[config.mk]
export PLATFORM = sky130hd
export DESIGN_NAME = rfid_resp_rx
export DESIGN_NICKNAME = d
export VERILOG_FILES = /design/src/rtl/rfid_pkg.sv /design/src/rtl/rfid_resp_rx_uart.sv /design/src/rtl/rfid_resp_rx.sv
export SDC_FILE = /design/constraint.sdc
export NUM_CORES = 1
export LEC_CHECK = 0
export CAP_MARGIN = 25
export CELL_PAD_IN_SITES_DETAIL_PLACEMENT = 1
export CELL_PAD_IN_SITES_GLOBAL_PLACEMENT = 2
export CORE_AREA = 2 2 218 220
export CTS_CLUSTER_SIZE = 10
export DETAILED_ROUTE_END_ITERATION = 7
export DIE_AREA = 0 0 220 222
export PLACE_DENSITY_LB_ADDON = 0.2
export REMOVE_ABC_BUFFERS = 1
export SLEW_MARGIN = 5
export SYNTH_ARGS = -nofsm -noshare
export SYNTH_HDL_FRONTEND = slang
export SYNTH_SLANG_ARGS = --single-unit
[constraint.sdc]
create_clock -name clk_24M -period 5.82 [get_ports clk_24M]
set_clock_uncertainty 0.1 [all_clocks]
set_input_delay 0.582 -clock clk_24M [delete_from_list [all_inputs] [get_ports clk_24M]]
set_output_delay 0.582 -clock clk_24M [all_outputs]
set_load 0.05 [all_outputs]
[src/rtl/rfid_pkg.sv]
// Shared constants, state types and helpers for the RFID reader response receiver.
// The optional checksum comparison is enabled with the RFID_RX_CHKSUM_EN macro.
package rfid_pkg;

   localparam int OVERSAMPLE    = 16;
   localparam int MAX_PL        = 64;
   localparam int TIMEOUT_TICKS = 4096;

   localparam logic [7:0]  RFID_HDR         = 8'hBB;
   localparam logic [7:0]  RFID_END         = 8'h7E;
   localparam logic [7:0]  RFID_TYPE_NOTIFY = 8'h02;
   localparam logic [7:0]  RFID_CMD_POLL    = 8'h22;
   localparam logic [15:0] RFID_PL_NOTIFY   = 16'h0011;

   typedef enum logic [2:0] {
      ST_HUNT, ST_TYPE, ST_CMD, ST_PLH, ST_PLL, ST_PARAM, ST_CHK, ST_END
   } rfid_state_t;

   typedef enum logic [1:0] {
      RX_IDLE, RX_START, RX_DATA, RX_STOP
   } rx_state_t;

   function automatic logic is_notify(input logic [7:0] typ, input logic [7:0] cmd,
                                      input logic [15:0] pl);
      return (typ == RFID_TYPE_NOTIFY) && (cmd == RFID_CMD_POLL) && (pl == RFID_PL_NOTIFY);
   endfunction

endpackage

[src/rtl/rfid_resp_rx_uart.sv]
// 8N1 UART byte receiver: 2-flop synchronizer, 16x oversampling with mid-bit sampling.
// Emits one-cycle byte_vld on a good stop bit and one-cycle stop_err on a bad one.
module uart_rx_byte
   import rfid_pkg::*;
(
   input  logic       clk_24M,
   input  logic       rst,
   input  logic       i_tick,
   input  logic       i_rxd,
   output logic [7:0] o_byte_data,
   output logic       o_byte_vld,
   output logic       o_stop_err
);
   localparam logic [3:0] OS_LAST  = 4'(OVERSAMPLE - 1);
   localparam logic [3:0] MID_LAST = 4'(OVERSAMPLE / 2 - 1);

   logic [1:0] r_sync;
   logic       w_rxd;
   rx_state_t  r_state;
   logic [3:0] r_tick_cnt;
   logic [2:0] r_bit_cnt;
   logic [7:0] r_shift;
   logic       r_byte_vld;
   logic       r_stop_err;

   assign w_rxd       = r_sync[1];
   assign o_byte_data = r_shift;
   assign o_byte_vld  = r_byte_vld;
   assign o_stop_err  = r_stop_err;

   // Bring the asynchronous line into the clock domain; idles high.
   always_ff @(posedge clk_24M or negedge rst) begin
      if (!rst) r_sync <= 2'b11;
      else      r_sync <= {r_sync[0], i_rxd};
   end

   // Bit-level receive FSM, advancing only on oversampling ticks.
   always_ff @(posedge clk_24M or negedge rst) begin
      if (!rst) begin
         r_state    <= RX_IDLE;
         r_tick_cnt <= 4'd0;
         r_bit_cnt  <= 3'd0;
         r_shift    <= 8'h00;
         r_byte_vld <= 1'b0;
         r_stop_err <= 1'b0;
      end else begin
         r_byte_vld <= 1'b0;
         r_stop_err <= 1'b0;
         if (i_tick) begin
            case (r_state)
               RX_IDLE: begin
                  r_tick_cnt <= 4'd0;
                  if (!w_rxd) r_state <= RX_START;
                  else        r_state <= RX_IDLE;
               end
               RX_START: begin
                  if (r_tick_cnt == MID_LAST) begin
                     // A start bit that is high again at mid-bit was only a glitch.
                     r_tick_cnt <= 4'd0;
                     r_bit_cnt  <= 3'd0;
                     r_state    <= w_rxd ? RX_IDLE : RX_DATA;
                  end else begin
                     r_tick_cnt <= r_tick_cnt + 4'd1;
                  end
               end
               RX_DATA: begin
                  if (r_tick_cnt == OS_LAST) begin
                     r_tick_cnt <= 4'd0;
                     r_shift    <= {w_rxd, r_shift[7:1]};
                     if (r_bit_cnt == 3'd7) r_state <= RX_STOP;
                     else                   r_bit_cnt <= r_bit_cnt + 3'd1;
                  end else begin
                     r_tick_cnt <= r_tick_cnt + 4'd1;
                  end
               end
               RX_STOP: begin
                  if (r_tick_cnt == OS_LAST) begin
                     r_tick_cnt <= 4'd0;
                     r_state    <= RX_IDLE;
                     r_byte_vld <= w_rxd;
                     r_stop_err <= !w_rxd;
                  end else begin
                     r_tick_cnt <= r_tick_cnt + 4'd1;
                  end
               end
               default: r_state <= RX_IDLE;
            endcase
         end
      end
   end

endmodule

[src/rtl/rfid_resp_rx.sv]
// Reader frame parser: BB|TYPE|CMD|PL_H|PL_L|PARAM|CHK|7E, commits RSSI/EPC of poll notifications.
// Define RFID_RX_CHKSUM_EN to reject frames whose CHK byte does not match the running sum.
module rfid_resp_rx
   import rfid_pkg::*;
(
   input  logic        clk_24M,
   input  logic        rst,
   input  logic        i_baud_tick16,
   input  logic        i_rxd,
   output logic [95:0] o_epc,
   output logic [7:0]  o_rssi,
   output logic        o_tag_valid,
   output logic        o_frame_err,
   output logic        o_busy
);
   localparam int               TMO_W    = $clog2(TIMEOUT_TICKS);
   localparam logic [TMO_W-1:0] TMO_LAST = TMO_W'(TIMEOUT_TICKS - 1);
   localparam logic [TMO_W-1:0] TMO_ONE  = TMO_W'(1);
   localparam logic [15:0]      PL_MAX   = 16'(MAX_PL);

   logic [7:0]       w_byte;
   logic             w_byte_vld;
   logic             w_stop_err;
   logic [15:0]      w_pl;
   rfid_state_t      r_state;
   logic [7:0]       r_type, r_cmd, r_plh, r_pll;
   logic [6:0]       r_pl_cnt, r_idx;
   logic [95:0]      r_sh_epc, r_epc;
   logic [7:0]       r_sh_rssi, r_rssi;
   logic             r_tag_valid, r_frame_err;
   logic [TMO_W-1:0] r_tmo_cnt;

   uart_rx_byte u_rx (
      .clk_24M     (clk_24M),
      .rst         (rst),
      .i_tick      (i_baud_tick16),
      .i_rxd       (i_rxd),
      .o_byte_data (w_byte),
      .o_byte_vld  (w_byte_vld),
      .o_stop_err  (w_stop_err)
   );

   assign w_pl        = {r_plh, w_byte};
   assign o_epc       = r_epc;
   assign o_rssi      = r_rssi;
   assign o_tag_valid = r_tag_valid;
   assign o_frame_err = r_frame_err;
   assign o_busy      = (r_state != ST_HUNT);

`ifdef RFID_RX_CHKSUM_EN
   logic [7:0] r_sum;

   // Running wrap-around sum over TYPE, CMD, PL_H, PL_L and PARAM bytes.
   always_ff @(posedge clk_24M or negedge rst) begin
      if (!rst)                                  r_sum <= 8'h00;
      else if (w_byte_vld && r_state == ST_TYPE) r_sum <= w_byte;
      else if (w_byte_vld && (r_state inside {ST_CMD, ST_PLH, ST_PLL, ST_PARAM}))
                                                 r_sum <= r_sum + w_byte;
      else                                       r_sum <= r_sum;
   end
`endif

   // Frame parser, shadow capture, commit and inter-byte timeout.
   always_ff @(posedge clk_24M or negedge rst) begin
      if (!rst) begin
         r_state     <= ST_HUNT;
         r_type      <= 8'h00;
         r_cmd       <= 8'h00;
         r_plh       <= 8'h00;
         r_pll       <= 8'h00;
         r_pl_cnt    <= 7'd0;
         r_idx       <= 7'd0;
         r_sh_epc    <= 96'd0;
         r_sh_rssi   <= 8'h00;
         r_epc       <= 96'd0;
         r_rssi      <= 8'h00;
         r_tag_valid <= 1'b0;
         r_frame_err <= 1'b0;
         r_tmo_cnt   <= '0;
      end else begin
         r_tag_valid <= 1'b0;
         r_frame_err <= 1'b0;
         if (w_stop_err) begin
            r_frame_err <= 1'b1;
            r_state     <= ST_HUNT;
            r_tmo_cnt   <= '0;
         end else if (w_byte_vld) begin
            // A byte always wins over the timeout, so a header arriving at the limit is kept.
            r_tmo_cnt <= '0;
            case (r_state)
               ST_HUNT:  r_state <= (w_byte == RFID_HDR) ? ST_TYPE : ST_HUNT;
               ST_TYPE: begin r_type <= w_byte; r_state <= ST_CMD; end
               ST_CMD:  begin r_cmd  <= w_byte; r_state <= ST_PLH; end
               ST_PLH:  begin r_plh  <= w_byte; r_state <= ST_PLL; end
               ST_PLL: begin
                  r_pll    <= w_byte;
                  r_pl_cnt <= w_byte[6:0];
                  r_idx    <= 7'd0;
                  if (w_pl == 16'd0) begin
                     r_state <= ST_CHK;
                  end else if (w_pl > PL_MAX) begin
                     r_frame_err <= 1'b1;
                     r_state     <= ST_HUNT;
                  end else begin
                     r_state <= ST_PARAM;
                  end
               end
               ST_PARAM: begin
                  // PARAM[0] is RSSI, PARAM[3..14] the EPC; PC and CRC are skipped.
                  if (r_idx == 7'd0) r_sh_rssi <= w_byte;
                  if (r_idx >= 7'd3 && r_idx <= 7'd14) r_sh_epc <= {r_sh_epc[87:0], w_byte};
                  r_idx <= r_idx + 7'd1;
                  if (r_idx == r_pl_cnt - 7'd1) r_state <= ST_CHK;
                  else                          r_state <= ST_PARAM;
               end
               ST_CHK: begin
`ifdef RFID_RX_CHKSUM_EN
                  if (w_byte != r_sum) begin
                     r_frame_err <= 1'b1;
                     r_state     <= ST_HUNT;
                  end else begin
                     r_state <= ST_END;
                  end
`else
                  r_state <= ST_END;
`endif
               end
               ST_END: begin
                  r_state <= ST_HUNT;
                  if (w_byte != RFID_END) begin
                     r_frame_err <= 1'b1;
                  end else if (is_notify(r_type, r_cmd, {r_plh, r_pll})) begin
                     r_epc       <= r_sh_epc;
                     r_rssi      <= r_sh_rssi;
                     r_tag_valid <= 1'b1;
                  end
               end
               default: r_state <= ST_HUNT;
            endcase
         end else if (r_state == ST_HUNT) begin
            r_tmo_cnt <= '0;
         end else if (i_baud_tick16) begin
            if (r_tmo_cnt == TMO_LAST) begin
               r_frame_err <= 1'b1;
               r_state     <= ST_HUNT;
               r_tmo_cnt   <= '0;
            end else begin
               r_tmo_cnt <= r_tmo_cnt + TMO_ONE;
            end
         end
      end
   end

endmodule
== After elaboration in Yosys (flattened, before gate mapping) ==
Index checks and enable logic that the tools add are counted.
Storage, ports and cells
  logic and storage cells: 134
  flip-flop bits (word level): 292
  output and inout port bits: 107
Cells by class
  eq/ne operators: 26
  add/sub/neg operators: 5
  magnitude comparators: 3
  muxes and demuxes: 50
  bitwise operators: 2
  reductions and logical operators: 27
Operators with widths (number)
  $mux W12: 5
  $mux W3: 10
  $pmux W3 S8: 1
  $mux W1: 21
  $reduce_and A3 Y1: 7
  $eq A16 B5 Y1 const B: 1
  $gt A16 B7 Y1 const B: 1
  $logic_not A16 Y1: 1
  $eq A3 B3 Y1 const B: 5
  $reduce_and A5 Y1: 3
  $pmux W7 S2: 1
  $add A12 B1 Y12 const B: 1
  $eq A12 B12 Y1 const B: 1
  $mux W2: 6
  $pmux W4 S3: 1
  $reduce_bool A3 Y1: 3
  $eq A8 B2 Y1 const B: 1
  $eq A8 B6 Y1 const B: 1
  $eq A8 B8 Y1 const B: 1
  $mux W4: 2
  $ne A2 B1 Y1 const B: 4
  $ne A8 B7 Y1 const B: 1
  $pmux W2 S4: 1
  $reduce_and A4 Y1: 2
  other kinds (26): 32

== Depth between registers and ports, before layout ==
  word-level depth: 8
  mapped depth: 9
  gate-level depth less buffers: 7

== Modules after synthesis ==
Synthesis repeated with hierarchy kept, for this count alone.
Unflattened totals
  cell total of the unflattened synthesis: 804
  area total of the unflattened synthesis: 11636.2 um^2
By module, submodules not included
  rfid_resp_rx: instances 1, cells each 720, area an instance 10633.9 um^2, sequential area each 6606.3 um^2
  uart_rx_byte: instances 1, cells each 84, area an instance 1002.2 um^2, sequential area each 528.0 um^2

== Least setup slack after synthesis ==
OpenSTA, ideal clock, no wires.
  path type: reg-to-reg
  from: reg r_state[1]
  to: reg r_tmo_cnt[5]
  slack: 3.539 ns
  setup time: 0.110 ns
  data arrival time: 2.071 ns
  buffers on the path: 2
  stages on the path, launching flop included: 7
  period minus slack after synthesis: 2.281 ns
  cell sequence: dfrtp_1 -> clkbuf_1 -> or3_1 -> clkbuf_1 -> nand2_1 -> or3_1 -> o41ai_1
Between the ends
  longest elaborated chain between the ends: 4
  elaborated cells between the ends (all ways): 5
Ends and longest elaborated chain
  start: declaration: RTL line rfid_resp_rx.sv:25  | rfid_state_t r_state;
  start signal: assignment: RTL line rfid_resp_rx.sv:91  | ST_HUNT: r_state <= (w_byte == RFID_HDR) ? ST_TYPE : ST_HUNT;
  $logic_not A3 Y1 (*): RTL line rfid_resp_rx.sv:140  | end else if (r_state == ST_HUNT) begin
  $mux W12: RTL line rfid_resp_rx.sv:140
  $mux W12: RTL line rfid_resp_rx.sv:87  | end else if (w_byte_vld) begin
  $mux W12: RTL line rfid_resp_rx.sv:83  | if (w_stop_err) begin
  end signal: assignment: RTL line rfid_resp_rx.sv:148  | r_tmo_cnt <= r_tmo_cnt + TMO_ONE;
  end: declaration: RTL line rfid_resp_rx.sv:31  | logic [TMO_W-1:0] r_tmo_cnt;
Every way passes the cells marked *; elsewhere a longest branch is shown, timed or not.
A chain may end at the register's enable or synchronous reset.

== Final worst setup path ==
  from: reg r_state[0]
  to: out o_busy
Between the ends
  longest elaborated chain between the ends: 1
Ends and longest elaborated chain
  $reduce_bool A3 Y1: RTL line rfid_resp_rx.sv:48  | assign o_busy = (r_state != ST_HUNT);
  end: declaration: RTL line rfid_resp_rx.sv:14  | output logic o_busy
No other way between the ends.

==> results.yml <==
outcome:
  status: "complete, no violations"
critical_path:
  critPathLaunchType: "flop"
  path_buf_inv: 1
  crit_start: "r_state[0]"
  reg2reg_depth: 6
  arrival_ns: 2.46
  rr_endpoint: "r_sh_epc[10]"
  r2r_slack_ns: 2.68
  path_class: "flop to output pin"
  path_max_fanout: 19
  slowest_stage: "clkdlybuf4s50_1"
  cp.depth: 2
  cpPeakStageDelay_ns: 0.75
  worstPathRequired_ns: 5.14
  cp_cell_sequence: "or3_1 -> clkdlybuf4s50_1"
  end_kind: "output pin"
  path_delay_family: "buffers and inverters"
  reg2reg_from: "r_state[2]"
power_and_ir_drop:
  pwr-share-clk: 0.457
  totalPowerFinal_mw: 4.54
  switching_power_mw: 1.11
  switching_share: 0.246
  power.share.combinational: 0.066
  p_int_mw: 3.42
  seqPwrFrac: 0.477
  ir_drop_mv: 0.143
  cellPowerDensity_mw_per_mm2: 316
  leakage_nw: 6.79
synth:
  synthDistinctLibCells: 54
  ys_seq_elements: 285
  ys_top_cells_by_count: "dfrtp_1, mux2_2, mux2_1, nand2_1, o21ai_0"
  post_synth_instance_area_mm2: 0.0115
  ys.flop_type: "dfrtp_1"
  syn_avg_cell_area_um2: 14.4
  yosysWarnings: 0
  synthTopCellsByArea: "dfrtp_1, mux2_2, mux2_1, o21ai_0, nand2_1"
  ys_seq_area_frac: 0.618
  synth_edf_count: 0
  synth_largest_area_cell: "dfrtp_1"
  async_flop_share: 1.00
  synth_top_area_share: 0.613
  synth.most_common_cell: "dfrtp_1"
  syn-instance-count: 803
layout:
  fin_nets: 928
  fin_util: 0.310
  area_growth_pct: 24.3
  drive_gt1_frac: 0.269
  num_antenna_cells: 0
  fillers: 4895
  finalInstanceArea_mm2: 0.0144
  fin_cells: 1536
die:
  rows: 79
  die_h_um: 222
  initial_core_util: 0.250
  dieArea_mm2: 0.0488
  core_mm2: 0.0463
  dieWidth_um: 220
  io_pins: 111
clock_network:
  clkLatencyLatePin_ns: 0.52
  cts_made_buffers: 36
  cts_setup_buffers: 0
  cts_sinks: 285
  cts_tree: "done"
  cts_max_path_buffers: 3
  cts-root-buf: "clkbuf_16"
  cts.htree.levels: 2
  path_clk_slew_ns: 0.06
sta:
  finalCriticalPeriod_ns: 3.14
  fmax_mhz: 319
  setup-tns-final_ns: 0
  tightestPinTransition_ns: 0.862
  slew_viol_final: 0
  rsz0062_at_grt: "no"
  max_slew_margin: 0.411
  finalSetupViolCount: 0
  finalCritPeriodShare: 0.539
  hold_viol: 0
routing:
  postRouteAntennaNets: 0
  dr.pass1.iters: 4
  drc: 0
  met2_length_um: 11900
  wl_met1_um: 12200
  vias: 6815
  routedWlPerCell_um: 16.8
  met3WireLength_um: 1040
  drt-initial-drc-count: 306
  viasPerCell: 4.44
  routed_wirelength_um: 25800
  top_layer: "met4"
place:
  dp_hpwl_um: 16400
  io_buffer_count: 110
  place_congestion: 0.705
  placed_cells: 1483
  dpl_cell_area_mm2: 0.0133
global_routing:
  grt_overflow: 0
  grt_pass1_wl_um: 42300
  antenna_found_initial: 0
  grt_use_total: 0.109
  grt_pass1_vias: 7217
  grt_max_degree: 135
worst_hold_path:
  min_path_type: "flop to flop"
  holdPathEnd: "u_rx.r_sync[1]"
  hold_path_startpoint: "u_rx.r_sync[0]"
  worstHoldPathCells: 0
job:
  max_cap_violations: 0
-- state kept, by name, summed over array words and instances (netlist names), named ones only --
signal and flops:
o_tag_valid 1, r_pll 8, o_rssi 8, u_rx.r_state 1, r_type 8, r_sh_rssi 8, r_state 3, u_rx.r_sync 2
r_idx 7, u_rx.r_tick_cnt 4, o_epc 96, u_rx.o_byte_vld 1, r_plh 8, u_rx.o_stop_err 1, u_rx.r_bit_cnt 3, r_tmo_cnt 12
r_cmd 8, r_sh_epc 96, o_frame_err 1, u_rx.o_byte_data 8
-- how the worst max path moves through the flow --
stage | to | slack [ns]
after global routing | r_sh_epc[43] | 2.38
after detailed placement | r_sh_epc[43] | 2.65
after floorplan | o_epc[17] | 0.64
final | o_busy | 2.68
after CTS | o_busy | 2.61
after global placement | r_sh_epc[18] | 2.75
-- area by class of cell --
class	count	area, µm²	share of cell area
well taps	607	759	0.0529
inverters	9	33.8	0.00235
flip-flops and latches	285	7130	0.497
repair buffers	118	1180	0.0823
clock buffers	47	1010	0.0707
clock inverters	5	61.3	0.00427
multi-input cells	465	4170	0.290
-- cells in the final DEF, fill, tap and decap left out, drive strengths merged, types with 5 or more instances in the layout --
| master | netlist | final |
|---|---|---|
| o2bb2ai | 6 | 6 |
| nand2 | 32 | 32 |
| mux2 | 248 | 248 |
| dfrtp | 283 | 283 |
| nand4 | 6 | 6 |
| ha | 9 | 9 |
| nor4 | 10 | 10 |
| clkbuf | 18 | 47 |
| clkdlybuf4s50 | 0 | 109 |
| a21oi | 5 | 5 |
| inv | 9 | 9 |
| xnor2 | 10 | 10 |
| o21ai | 24 | 24 |
| nor2 | 22 | 22 |
| buf | 26 | 8 |
| nand3 | 16 | 16 |
| nor3 | 16 | 16 |
-- cell families after synthesis --
logic type,after synthesis,share of synthesized area
flops,285,0.618
compound gates,66,0.0389
xor+xnor,13,0.00986
mux,251,0.244
fa+ha+maj,9,0.00975
simple gates,126,0.0570
buf+inv,53,0.0224
-- per-stage QoR --
stage	hold slack [ns]	worst slack [ns]
after global routing	0.263	2.38
final	0.256	2.68
after floorplan	0.186	0.642
after CTS	0.258	2.61
after detailed placement	0.249	2.65
after global placement	0.248	2.75
-- routing by layer --
layer  global-route usage  up-vias
li1                     -     3106
met1                0.150     3566
met2                0.168      102
met3               0.0230       41
met4               0.0411        0
met5                    0        -
-- power by group through the flow --
stage	Clock [mW]	Combinational, mW	Sequential, mW
2_1_floorplan	0	0.202	2.16
3_3_place_gp	0	0.303	2.20
3_5_place_dp	0	0.307	2.20
4_1_cts	2.18	0.311	2.17
5_1_grt	2.26	0.352	2.18
6_report	2.07	0.300	2.17
-- repair_timing --
action | CTS | global route
hold buffers | 1 | 0
hold endpoints to repair | 40 | 0
setup endpoints to repair | 0 | 0
gates resized for setup | 0 | 0
Power figures use the tool's default switching activity.
